==> src/rtl/mips_pkg.sv <==
// Shared types and control-field encodings for the multicycle MIPS sequencer.
package mips_pkg;

    typedef enum logic [5:0] {
        OP_RTYPE = 6'b000000,
        OP_JUMP  = 6'b000010,
        OP_BEQ   = 6'b000100,
        OP_BNE   = 6'b000101,
        OP_ADDI  = 6'b001000,
        OP_LW    = 6'b100011,
        OP_SW    = 6'b101011
    } opcode_t;

    typedef enum logic [3:0] {
        RST_S  = 4'd0,
        FETCH  = 4'd1,
        DECODE = 4'd2,
        MEMADR = 4'd3,
        MEMRD  = 4'd4,
        MEMWB  = 4'd5,
        MEMWR  = 4'd6,
        EXEC   = 4'd7,
        ALUWB  = 4'd8,
        ADDIEX = 4'd9,
        ADDIWB = 4'd10,
        BRANCH = 4'd11,
        JUMP   = 4'd12
    } mc_state_t;

    localparam logic [1:0] ALUSRCB_RT      = 2'b00;
    localparam logic [1:0] ALUSRCB_FOUR    = 2'b01;
    localparam logic [1:0] ALUSRCB_IMM     = 2'b10;
    localparam logic [1:0] ALUSRCB_IMM_SH2 = 2'b11;

    localparam logic [1:0] PCSRC_ALU    = 2'b00;
    localparam logic [1:0] PCSRC_ALUOUT = 2'b01;
    localparam logic [1:0] PCSRC_JUMP   = 2'b10;

    localparam logic [1:0] ALUOP_ADD   = 2'b00;
    localparam logic [1:0] ALUOP_SUB   = 2'b01;
    localparam logic [1:0] ALUOP_FUNCT = 2'b10;

    // True for every opcode the sequencer knows how to execute.
    function automatic logic is_supported(input logic [5:0] op);
        return op inside {OP_RTYPE, OP_JUMP, OP_BEQ, OP_BNE, OP_ADDI, OP_LW, OP_SW};
    endfunction

endpackage

==> src/rtl/multicycle_control_if.sv <==
// Bundle between the sequencer, the IR/memory side and the datapath controls.
interface multicycle_control_if;
    logic [5:0] opcode;
    logic       mem_ready;
    logic       memread;
    logic       memwrite;
    logic       iord;
    logic       irwrite;
    logic       pcwrite;
    logic       branch_eq;
    logic       branch_ne;
    logic [1:0] pcsrc;
    logic       alusrca;
    logic [1:0] alusrcb;
    logic [1:0] aluop;
    logic       regdst;
    logic       memtoreg;
    logic       regwrite;
    logic       instr_retired;
    logic       illegal_op;
    logic       bus_error;
    logic [3:0] state_o;

    modport master (
        input  opcode, mem_ready,
        output memread, memwrite, iord, irwrite, pcwrite, branch_eq, branch_ne,
               pcsrc, alusrca, alusrcb, aluop, regdst, memtoreg, regwrite,
               instr_retired, illegal_op, bus_error, state_o
    );

    modport slave (
        output opcode, mem_ready,
        input  memread, memwrite, iord, irwrite, pcwrite, branch_eq, branch_ne,
               pcsrc, alusrca, alusrcb, aluop, regdst, memtoreg, regwrite,
               instr_retired, illegal_op, bus_error, state_o
    );
endinterface

==> src/rtl/mem_wait_timer.sv <==
// Counts stalled cycles of a memory state and flags the abort cycle.
module mem_wait_timer #(
    parameter int unsigned MEM_TIMEOUT = 16
) (
    input  logic clk,
    input  logic reset,
    input  logic clear,
    input  logic tick,
    output logic expired
);

    localparam int unsigned CNT_W = (MEM_TIMEOUT > 0) ? $clog2(MEM_TIMEOUT + 1) : 1;
    localparam int unsigned LIMIT = (MEM_TIMEOUT > 0) ? MEM_TIMEOUT - 1 : 0;

    logic [CNT_W-1:0] wait_cnt_q;
    logic [CNT_W-1:0] wait_cnt_d;

    // Clear wins over tick; the count saturates instead of wrapping.
    always_comb begin
        wait_cnt_d = wait_cnt_q;
        if (clear) begin
            wait_cnt_d = '0;
        end else if (tick && (wait_cnt_q != '1)) begin
            wait_cnt_d = wait_cnt_q + 1'b1;
        end
    end

    // Counter register.
    always_ff @(posedge clk or posedge reset) begin
        if (reset) begin
            wait_cnt_q <= '0;
        end else begin
            wait_cnt_q <= wait_cnt_d;
        end
    end

    assign expired = (MEM_TIMEOUT > 0) && tick && (wait_cnt_q == CNT_W'(LIMIT));

endmodule

==> src/rtl/multicycle_control.sv <==
// Moore sequencer for multicycle MIPS: lw, sw, addi, beq, bne, R-type, j.
module multicycle_control
    import mips_pkg::*;
#(
    parameter int unsigned MEM_TIMEOUT = 16
) (
    input  logic                 clk,
    input  logic                 reset,
    multicycle_control_if.master bus
);

    mc_state_t state_q;
    mc_state_t state_d;
    logic      mem_wait;
    logic      tmr_clear;
    logic      tmr_tick;
    logic      tmr_expired;

    assign mem_wait  = (state_q == FETCH) || (state_q == MEMRD) || (state_q == MEMWR);
    assign tmr_tick  = mem_wait && !bus.mem_ready;
    // An abort that lands back in FETCH is a fresh entry, so it clears too.
    assign tmr_clear = (state_d != state_q) || tmr_expired;

    mem_wait_timer #(
        .MEM_TIMEOUT(MEM_TIMEOUT)
    ) u_timer (
        .clk    (clk),
        .reset  (reset),
        .clear  (tmr_clear),
        .tick   (tmr_tick),
        .expired(tmr_expired)
    );

    // Next-state selection; mem_ready always beats the timeout.
    always_comb begin
        state_d = state_q;
        case (state_q)
            RST_S: state_d = FETCH;
            FETCH: begin
                if (bus.mem_ready)       state_d = DECODE;
                else if (tmr_expired)    state_d = FETCH;
            end
            DECODE: begin
                case (bus.opcode)
                    OP_LW, OP_SW:   state_d = MEMADR;
                    OP_RTYPE:       state_d = EXEC;
                    OP_ADDI:        state_d = ADDIEX;
                    OP_BEQ, OP_BNE: state_d = BRANCH;
                    OP_JUMP:        state_d = JUMP;
                    default:        state_d = FETCH;
                endcase
            end
            MEMADR: begin
                if (bus.opcode == OP_LW)      state_d = MEMRD;
                else if (bus.opcode == OP_SW) state_d = MEMWR;
                else                          state_d = FETCH;
            end
            MEMRD: begin
                if (bus.mem_ready)       state_d = MEMWB;
                else if (tmr_expired)    state_d = FETCH;
            end
            MEMWR: begin
                if (bus.mem_ready || tmr_expired) state_d = FETCH;
            end
            EXEC:    state_d = ALUWB;
            ADDIEX:  state_d = ADDIWB;
            default: state_d = FETCH;
        endcase
    end

    // State register; reset forces RST_S, whose decode is all zeros.
    always_ff @(posedge clk or posedge reset) begin
        if (reset) begin
            state_q <= RST_S;
        end else begin
            state_q <= state_d;
        end
    end

    // Control decode from the current state (FETCH loads gated by mem_ready).
    always_comb begin
        bus.memread       = 1'b0;
        bus.memwrite      = 1'b0;
        bus.iord          = 1'b0;
        bus.irwrite       = 1'b0;
        bus.pcwrite       = 1'b0;
        bus.branch_eq     = 1'b0;
        bus.branch_ne     = 1'b0;
        bus.pcsrc         = PCSRC_ALU;
        bus.alusrca       = 1'b0;
        bus.alusrcb       = ALUSRCB_RT;
        bus.aluop         = ALUOP_ADD;
        bus.regdst        = 1'b0;
        bus.memtoreg      = 1'b0;
        bus.regwrite      = 1'b0;
        bus.instr_retired = 1'b0;
        bus.illegal_op    = 1'b0;
        bus.bus_error     = 1'b0;
        case (state_q)
            FETCH: begin
                bus.memread   = 1'b1;
                bus.alusrcb   = ALUSRCB_FOUR;
                bus.irwrite   = bus.mem_ready;
                bus.pcwrite   = bus.mem_ready;
                bus.bus_error = tmr_expired;
            end
            DECODE: begin
                bus.alusrcb    = ALUSRCB_IMM_SH2;
                bus.illegal_op = !is_supported(bus.opcode);
            end
            MEMADR: begin
                bus.alusrca = 1'b1;
                bus.alusrcb = ALUSRCB_IMM;
            end
            MEMRD: begin
                bus.memread   = 1'b1;
                bus.iord      = 1'b1;
                bus.bus_error = tmr_expired;
            end
            MEMWB: begin
                bus.memtoreg      = 1'b1;
                bus.regwrite      = 1'b1;
                bus.instr_retired = 1'b1;
            end
            MEMWR: begin
                bus.memwrite      = 1'b1;
                bus.iord          = 1'b1;
                bus.instr_retired = bus.mem_ready;
                bus.bus_error     = tmr_expired;
            end
            EXEC: begin
                bus.alusrca = 1'b1;
                bus.aluop   = ALUOP_FUNCT;
            end
            ALUWB: begin
                bus.regdst        = 1'b1;
                bus.regwrite      = 1'b1;
                bus.instr_retired = 1'b1;
            end
            ADDIEX: begin
                bus.alusrca = 1'b1;
                bus.alusrcb = ALUSRCB_IMM;
            end
            ADDIWB: begin
                bus.regwrite      = 1'b1;
                bus.instr_retired = 1'b1;
            end
            BRANCH: begin
                bus.alusrca       = 1'b1;
                bus.aluop         = ALUOP_SUB;
                bus.pcsrc         = PCSRC_ALUOUT;
                bus.branch_eq     = (bus.opcode == OP_BEQ);
                bus.branch_ne     = (bus.opcode == OP_BNE);
                bus.instr_retired = 1'b1;
            end
            JUMP: begin
                bus.pcsrc         = PCSRC_JUMP;
                bus.pcwrite       = 1'b1;
                bus.instr_retired = 1'b1;
            end
            default: ;
        endcase
    end

    assign bus.state_o = state_q;

endmodule

==> src/flat_wrapper.sv <==
// flat-port wrapper written by rule: the top's interface ports become plain ports
module multicycle_control_flat import mips_pkg::*;
#(
    parameter int unsigned MEM_TIMEOUT = 16
)
  (clk, reset, bus_opcode, bus_mem_ready, bus_memread, bus_memwrite, bus_iord, bus_irwrite, bus_pcwrite, bus_branch_eq, bus_branch_ne, bus_pcsrc, bus_alusrca, bus_alusrcb, bus_aluop, bus_regdst, bus_memtoreg, bus_regwrite, bus_instr_retired, bus_illegal_op, bus_bus_error, bus_state_o);
  multicycle_control_if bus_i ();
  input  logic clk;
  input  logic reset;
  input wire logic [$bits(bus_i.opcode)-1:0] bus_opcode;
  input wire logic [$bits(bus_i.mem_ready)-1:0] bus_mem_ready;
  output wire logic [$bits(bus_i.memread)-1:0] bus_memread;
  output wire logic [$bits(bus_i.memwrite)-1:0] bus_memwrite;
  output wire logic [$bits(bus_i.iord)-1:0] bus_iord;
  output wire logic [$bits(bus_i.irwrite)-1:0] bus_irwrite;
  output wire logic [$bits(bus_i.pcwrite)-1:0] bus_pcwrite;
  output wire logic [$bits(bus_i.branch_eq)-1:0] bus_branch_eq;
  output wire logic [$bits(bus_i.branch_ne)-1:0] bus_branch_ne;
  output wire logic [$bits(bus_i.pcsrc)-1:0] bus_pcsrc;
  output wire logic [$bits(bus_i.alusrca)-1:0] bus_alusrca;
  output wire logic [$bits(bus_i.alusrcb)-1:0] bus_alusrcb;
  output wire logic [$bits(bus_i.aluop)-1:0] bus_aluop;
  output wire logic [$bits(bus_i.regdst)-1:0] bus_regdst;
  output wire logic [$bits(bus_i.memtoreg)-1:0] bus_memtoreg;
  output wire logic [$bits(bus_i.regwrite)-1:0] bus_regwrite;
  output wire logic [$bits(bus_i.instr_retired)-1:0] bus_instr_retired;
  output wire logic [$bits(bus_i.illegal_op)-1:0] bus_illegal_op;
  output wire logic [$bits(bus_i.bus_error)-1:0] bus_bus_error;
  output wire logic [$bits(bus_i.state_o)-1:0] bus_state_o;
  assign bus_i.opcode = bus_opcode;
  assign bus_i.mem_ready = bus_mem_ready;
  assign bus_memread = bus_i.memread;
  assign bus_memwrite = bus_i.memwrite;
  assign bus_iord = bus_i.iord;
  assign bus_irwrite = bus_i.irwrite;
  assign bus_pcwrite = bus_i.pcwrite;
  assign bus_branch_eq = bus_i.branch_eq;
  assign bus_branch_ne = bus_i.branch_ne;
  assign bus_pcsrc = bus_i.pcsrc;
  assign bus_alusrca = bus_i.alusrca;
  assign bus_alusrcb = bus_i.alusrcb;
  assign bus_aluop = bus_i.aluop;
  assign bus_regdst = bus_i.regdst;
  assign bus_memtoreg = bus_i.memtoreg;
  assign bus_regwrite = bus_i.regwrite;
  assign bus_instr_retired = bus_i.instr_retired;
  assign bus_illegal_op = bus_i.illegal_op;
  assign bus_bus_error = bus_i.bus_error;
  assign bus_state_o = bus_i.state_o;
  multicycle_control #(.MEM_TIMEOUT(MEM_TIMEOUT)) u_core (.clk(clk), .reset(reset), .bus(bus_i));
endmodule
==> config.mk <==
export PLATFORM = sky130hd
export DESIGN_NAME = multicycle_control_flat
export DESIGN_NICKNAME = d
export VERILOG_FILES = /design/src/rtl/mips_pkg.sv /design/src/rtl/multicycle_control_if.sv /design/src/rtl/mem_wait_timer.sv /design/src/rtl/multicycle_control.sv /design/src/flat_wrapper.sv
export SDC_FILE = /design/constraint.sdc
export NUM_CORES = 1
export LEC_CHECK = 0
export BUFFER_PORTS_ARGS = -buffer_cell sky130_fd_sc_hd__buf_2
export CAP_MARGIN = 20
export CORE_MARGIN = 2
export CORE_UTILIZATION = 38
export DETAILED_ROUTE_END_ITERATION = 6
export PLACE_DENSITY_LB_ADDON = 0.15
export SETUP_SLACK_MARGIN = 0.4
export SYNTH_ARGS = -nofsm -noshare
export SYNTH_HDL_FRONTEND = slang
export SYNTH_SLANG_ARGS = --single-unit
==> constraint.sdc <==
create_clock -name clk -period 5.2 [get_ports clk]
set_input_delay 0.78 -clock clk [delete_from_list [all_inputs] [get_ports clk]]
set_output_delay 0.78 -clock clk [all_outputs]
set_load 0.02 [all_outputs]
Word level (Yosys, flattened, before mapping)
Index checks and enable logic that the tools add are counted.
- flip-flop bits (word level): 9
- bits of input ports: 9
- output and inout bits: 24
- word-level logic and storage cells: 72
- $add $sub $neg: 1
- equality and inequality tests: 21
- muxes and demuxes: 27
- reductions and logical operators: 21
- operator list (cell ; count):
    4-bit one-hot mux with 7 select lines ; 1
    4-bit == test, second input constant ; 5
    4-bit two-way mux ; 5
    4-bit one-hot mux with 5 select lines ; 1
    4-bit by 3-bit == test with 1-bit output, second input constant ; 4
    6-bit by 3-bit == test with 1-bit output, second input constant ; 2
    6-bit == test, second input constant ; 2
    1-bit two-way mux ; 12
    5-bit two-way mux ; 2
    2-bit OR reduction ; 5
    4-bit by 2-bit == test with 1-bit output, second input constant ; 2
    2-bit one-hot mux with 2 select lines ; 2
    7-bit nonzero test ; 1
    6-bit by 2-bit == test with 1-bit output, second input constant ; 1
    6-bit by 4-bit == test with 1-bit output, second input constant ; 1
    6-bit logical NOT ; 1
    2-bit one-hot mux with 3 select lines ; 1
    3-bit OR reduction ; 2
    5-bit by 1-bit adder with 5-bit output, second input constant ; 1
    5-bit by 4-bit == test with 1-bit output, second input constant ; 1
    5-bit != test, second input constant ; 1
    5-bit OR reduction ; 1
    4-bit by 1-bit == test with 1-bit output, second input constant ; 1
    1-bit logical OR ; 4
    7 further kinds ; 11

Depth between registers and ports, before layout
- depth after elaboration: 11
- mapped depth: 8
- mapped depth without buffers: 8

By module
From an unflattened synthesis, not the netlist that was laid out.
- cell total of the unflattened synthesis: 124
- area total of the unflattened synthesis: 939.7 um^2
- modules (own cells, without submodules) (module ; times used ; cells an instance ; area each (um^2) ; sequential area each (um^2)):
    multicycle_control ; 1 ; 98 ; 655.6 ; 100.1
    mem_wait_timer ; 1 ; 26 ; 284.0 ; 125.1

Worst setup path before layout
No wires, ideal clock.
- path kind: register to output
- from: register u_core.state_q[2] (netlist: u_core.bus.state_o[2])
- to: output bus_bus_error
- data arrival time: 2.157 ns
- required time: 4.420 ns
- setup slack: 2.263 ns
- cell stages (with the launch flop): 4
- buffers on the path: 1
- cells stage by stage: dfrtp_1 buf_6 or3b_4 a2111oi_0
- longest elaborated chain between the ends: 6
- elaborated cells between the ends (all ways): 9
- classes of those cells: 3 x eq/ne; 1 x mux; 5 x reduce/logical
- ends and longest elaborated chain (item ; RTL line ; source):
    start, declared ; multicycle_control.sv:12 ; mc_state_t state_q;
    start signal, assigned ; multicycle_control.sv:76 ; state_q <= state_d;
    4-bit by 1-bit == test with 1-bit output or 4-bit by 3-bit == test with 1-bit output (tied branches) ; multicycle_control.sv:19, multicycle_control.sv:99 ;
    1-bit logical OR (2 in a row) ; multicycle_control.sv:19 ; assign mem_wait = (state_q == FETCH) || (state_q == MEMRD) || (state_q == MEMWR);
    1-bit logical AND ; multicycle_control.sv:20 ; assign tmr_tick = mem_wait && !bus.mem_ready;
    1-bit logical AND ; mem_wait_timer.sv:37 ; assign expired = (MEM_TIMEOUT > 0) && tick && (wait_cnt_q == CNT_W'(LIMIT));
    1-bit two-way mux * ; multicycle_control.sv:99 ; case (state_q)
    end, declared ; flat_wrapper.sv:28 ; output wire logic [$bits(bus_i.bus_error)-1:0] bus_bus_error;
Every way passes the cells marked *; elsewhere a longest branch is shown, timed or not.

Final worst setup path
- from: register u_core.state_q[0] (netlist: u_core.bus.state_o[0])
- to: output bus_bus_error
The elaborated chain is that of the path after synthesis.

==> run metrics <==
status completed; Seq. cell area between 200 and 250 um^2; min Tclk post-route between 2 and 3 ns; CTS Root Cell clkbuf_4; diodes inserted 0; postcts setup bufs 0; final hold vios 0; DIE WIDTH around 55 um; clk_lat worst skew ~0.25 ns; largest net degree at the start of global routing 22; Die H around 55 um; PostCTS Resize Cnt 0; Gate power share roughly 58%; Slew Limit Fails 0; via/cell ratio between 5 and 6; 1st-iter DRT viols 15; top cell type's share of synthesized area 23.2%; clk buf depth 2; initial antenna violation count 0; Clock transition at path regs roughly 0.060 ns; Die ar. between 2000 and 3000 um^2; gr usage total 16.5%; Setup Crit Path Kind flop to output pin; HPWL after detailed placement 1790 um; Max-Cap Viols 0; Clock power frac between 10% and 20%; FILL cells about 260; Worst-Margin Slew ~0.62 ns; Mapped Area about 970 um^2; yosys warns 0; most frequent cell after synthesis nor2_1; Final Util 46.5%; cell count after synthesis 126; nets between 150 and 200; vias in the first global route about 840; post-place setup slack ~2.6 ns; clock net sink count 9; Seq pwr share approximately 30%; post-synthesis sequential area ratio around 23%; TritonRoute pass-1 iters 4; CP Max Fanout 21; startpoint types flop; DR DRC count 0; WL final 2340 um; final setup violation count 0; GRT overflow 0; Arrival @ worst endpoint about 2.1 ns; min-delay worst type primary input to asynchronous set/reset pin; num ports 33; Final Cycle Share between 50 and 60%; Sw Ratio roughly 49%; # H-tree levels 1; Int Pwr 0.213 mW; Design Area, Final about 1100 um^2; Hold WS 0.469 ns; first-pass GRT wire length around 3600 um; Slew headroom between 50% and 60%; Post-synth top cells 17 x nor2_1, 13 x nand2_1, 9 x dfrtp_1; Crit. End Element output pin; IO Port Bufs 32; Synth area leaders dfrtp_1 23%, nor2_1 6.6%, nand2_1 5.0%; syn nets approximately 140; area leader, netlist dfrtp_1; LEAKAGE approximately 0.53 nW; Core Box Area between 2000 and 2500 um^2; gpl congestion around 0.76; cts bufs inserted 3; row cnt 18; share of post-route cells with drive strength above 1 around 31%; area of the multi-input gates ~670 um^2; Netlist cell types 50; Placed Area about 1100 um^2; Max Fclk 347 MHz; FF+latch count, synth 9; DR WL/cell 12.9 um; Main synth FF type dfrtp_1; total net switching power roughly 0.21 mW; area delta synth->final 17.8%; Post-Syn Area per Cell about 7.7 um^2; Worst VDD drop roughly 230 uV; setup TNS 0 ns; Async SR Flop Fraction 100%; final setup margin 2.31 ns; Starting Density just under 40%; Worst EP required ~4.4 ns; CTS tree yes; RSZ-0062 raised after global routing false; EDFF count, synth 0; skew final just under 0.006 ns; post-route ant nets 0; Hold-fix buffers, CTS 0; Pwr per Cell Area approximately 370 nW/um^2; routed vias between 900 and 1,000
-- worst max-delay path, cell delays in order, from the launching register on --
cell and delay, ns:
dfrtp_1 0.74, or3b_4 0.47, a2111oi_0 0.40, buf_2 0.23
-- layout make-up --
class,instances,area share (%)
timing repair buffer,32,14.0
tap,30,3.29
multi-input combinational,101,58.7
clock buffer,4,2.30
inverter,6,1.97
sequential,9,19.7
-- registers in the layout, summed over array words and instances, names as in the netlist --
signal,flops
u_core.bus.state_o,4
u_core.u_timer.wait_cnt_q,5
-- power by group through the flow --
stage | clock network [mW] | registers (mW) | logic, mW
floorplan | 0 | 0.103 | 0.206
global placement | 0 | 0.124 | 0.242
detailed placement | 0 | 0.126 | 0.246
CTS | 0.0535 | 0.125 | 0.248
global route | 0.0564 | 0.129 | 0.269
finish | 0.0513 | 0.124 | 0.246
-- final timing paths --
kind                                                           from                                        to  slack [ns]  cells after the start
max                                 u_core.bus.state_o[0]$_DFF_PP0_                             bus_bus_error        2.31                      3
min                                                           reset           u_core.bus.state_o[3]$_DFF_PP0_        0.47                      2
max reg2reg                         u_core.bus.state_o[0]$_DFF_PP0_  u_core.u_timer.wait_cnt_q[3]$_DFFE_PP0P_        2.85                      5
min reg2reg                u_core.u_timer.wait_cnt_q[3]$_DFFE_PP0P_  u_core.u_timer.wait_cnt_q[3]$_DFFE_PP0P_        0.55                      2
max in group asynchronous                                     reset           u_core.bus.state_o[1]$_DFF_PP0_        4.48                      2
min in group clk           u_core.u_timer.wait_cnt_q[3]$_DFFE_PP0P_  u_core.u_timer.wait_cnt_q[3]$_DFFE_PP0P_        0.55                      2
-- kinds of logic (layout without fill, tap and decap cells) --
group | after synthesis | count (layout) | share of synthesized area [%]
xor gates and xnor gates | 5 | 5 | 4.52
muxes | 2 | 2 | 2.06
and+or+nand+nor | 62 | 62 | 33.9
buffers and inverters | 16 | 42 | 7.61
adders and majority gates | 3 | 3 | 3.87
DFF | 9 | 9 | 23.2
AOI/OAI and AO/OA | 29 | 29 | 24.8
-- routing by layer --
metal / vias up / global-route usage [%] / part of all wire (%)
li1: 504 / - / -
met1: 465 / 21.8 / 49
met2: 26 / 28.3 / 47
met3: 0 / 3.28 / 4.0
met4: 0 / 2.50 / 0
met5: - / 0 / 0
-- metrics by stage --
stage	total power [mW]	cells
5_1_grt	0.455	182
2_1_floorplan	0.309	126
3_3_place_gp	0.366	178
4_1_cts	0.426	182
3_5_place_dp	0.372	178
6_report	0.422	182
-- cell usage in the layout, fill, tap and decap left out, drive strengths merged, types with 2 or more instances in the layout --
cell type and instances:
mux2i 2, o221ai 2, and3 2, nor2b 4, buf 32, xnor2 2
nand2 13, clkbuf 4, nor3 5, o22ai 2, o21bai 2, inv 6
nor4 3, a21oi 8, or2 5, nor2 18, nor4b 2, a2111oi 2
nand2b 2, ha 3, dfrtp 9, xor2 3, nor3b 2
Power figures use the tool's default switching activity.
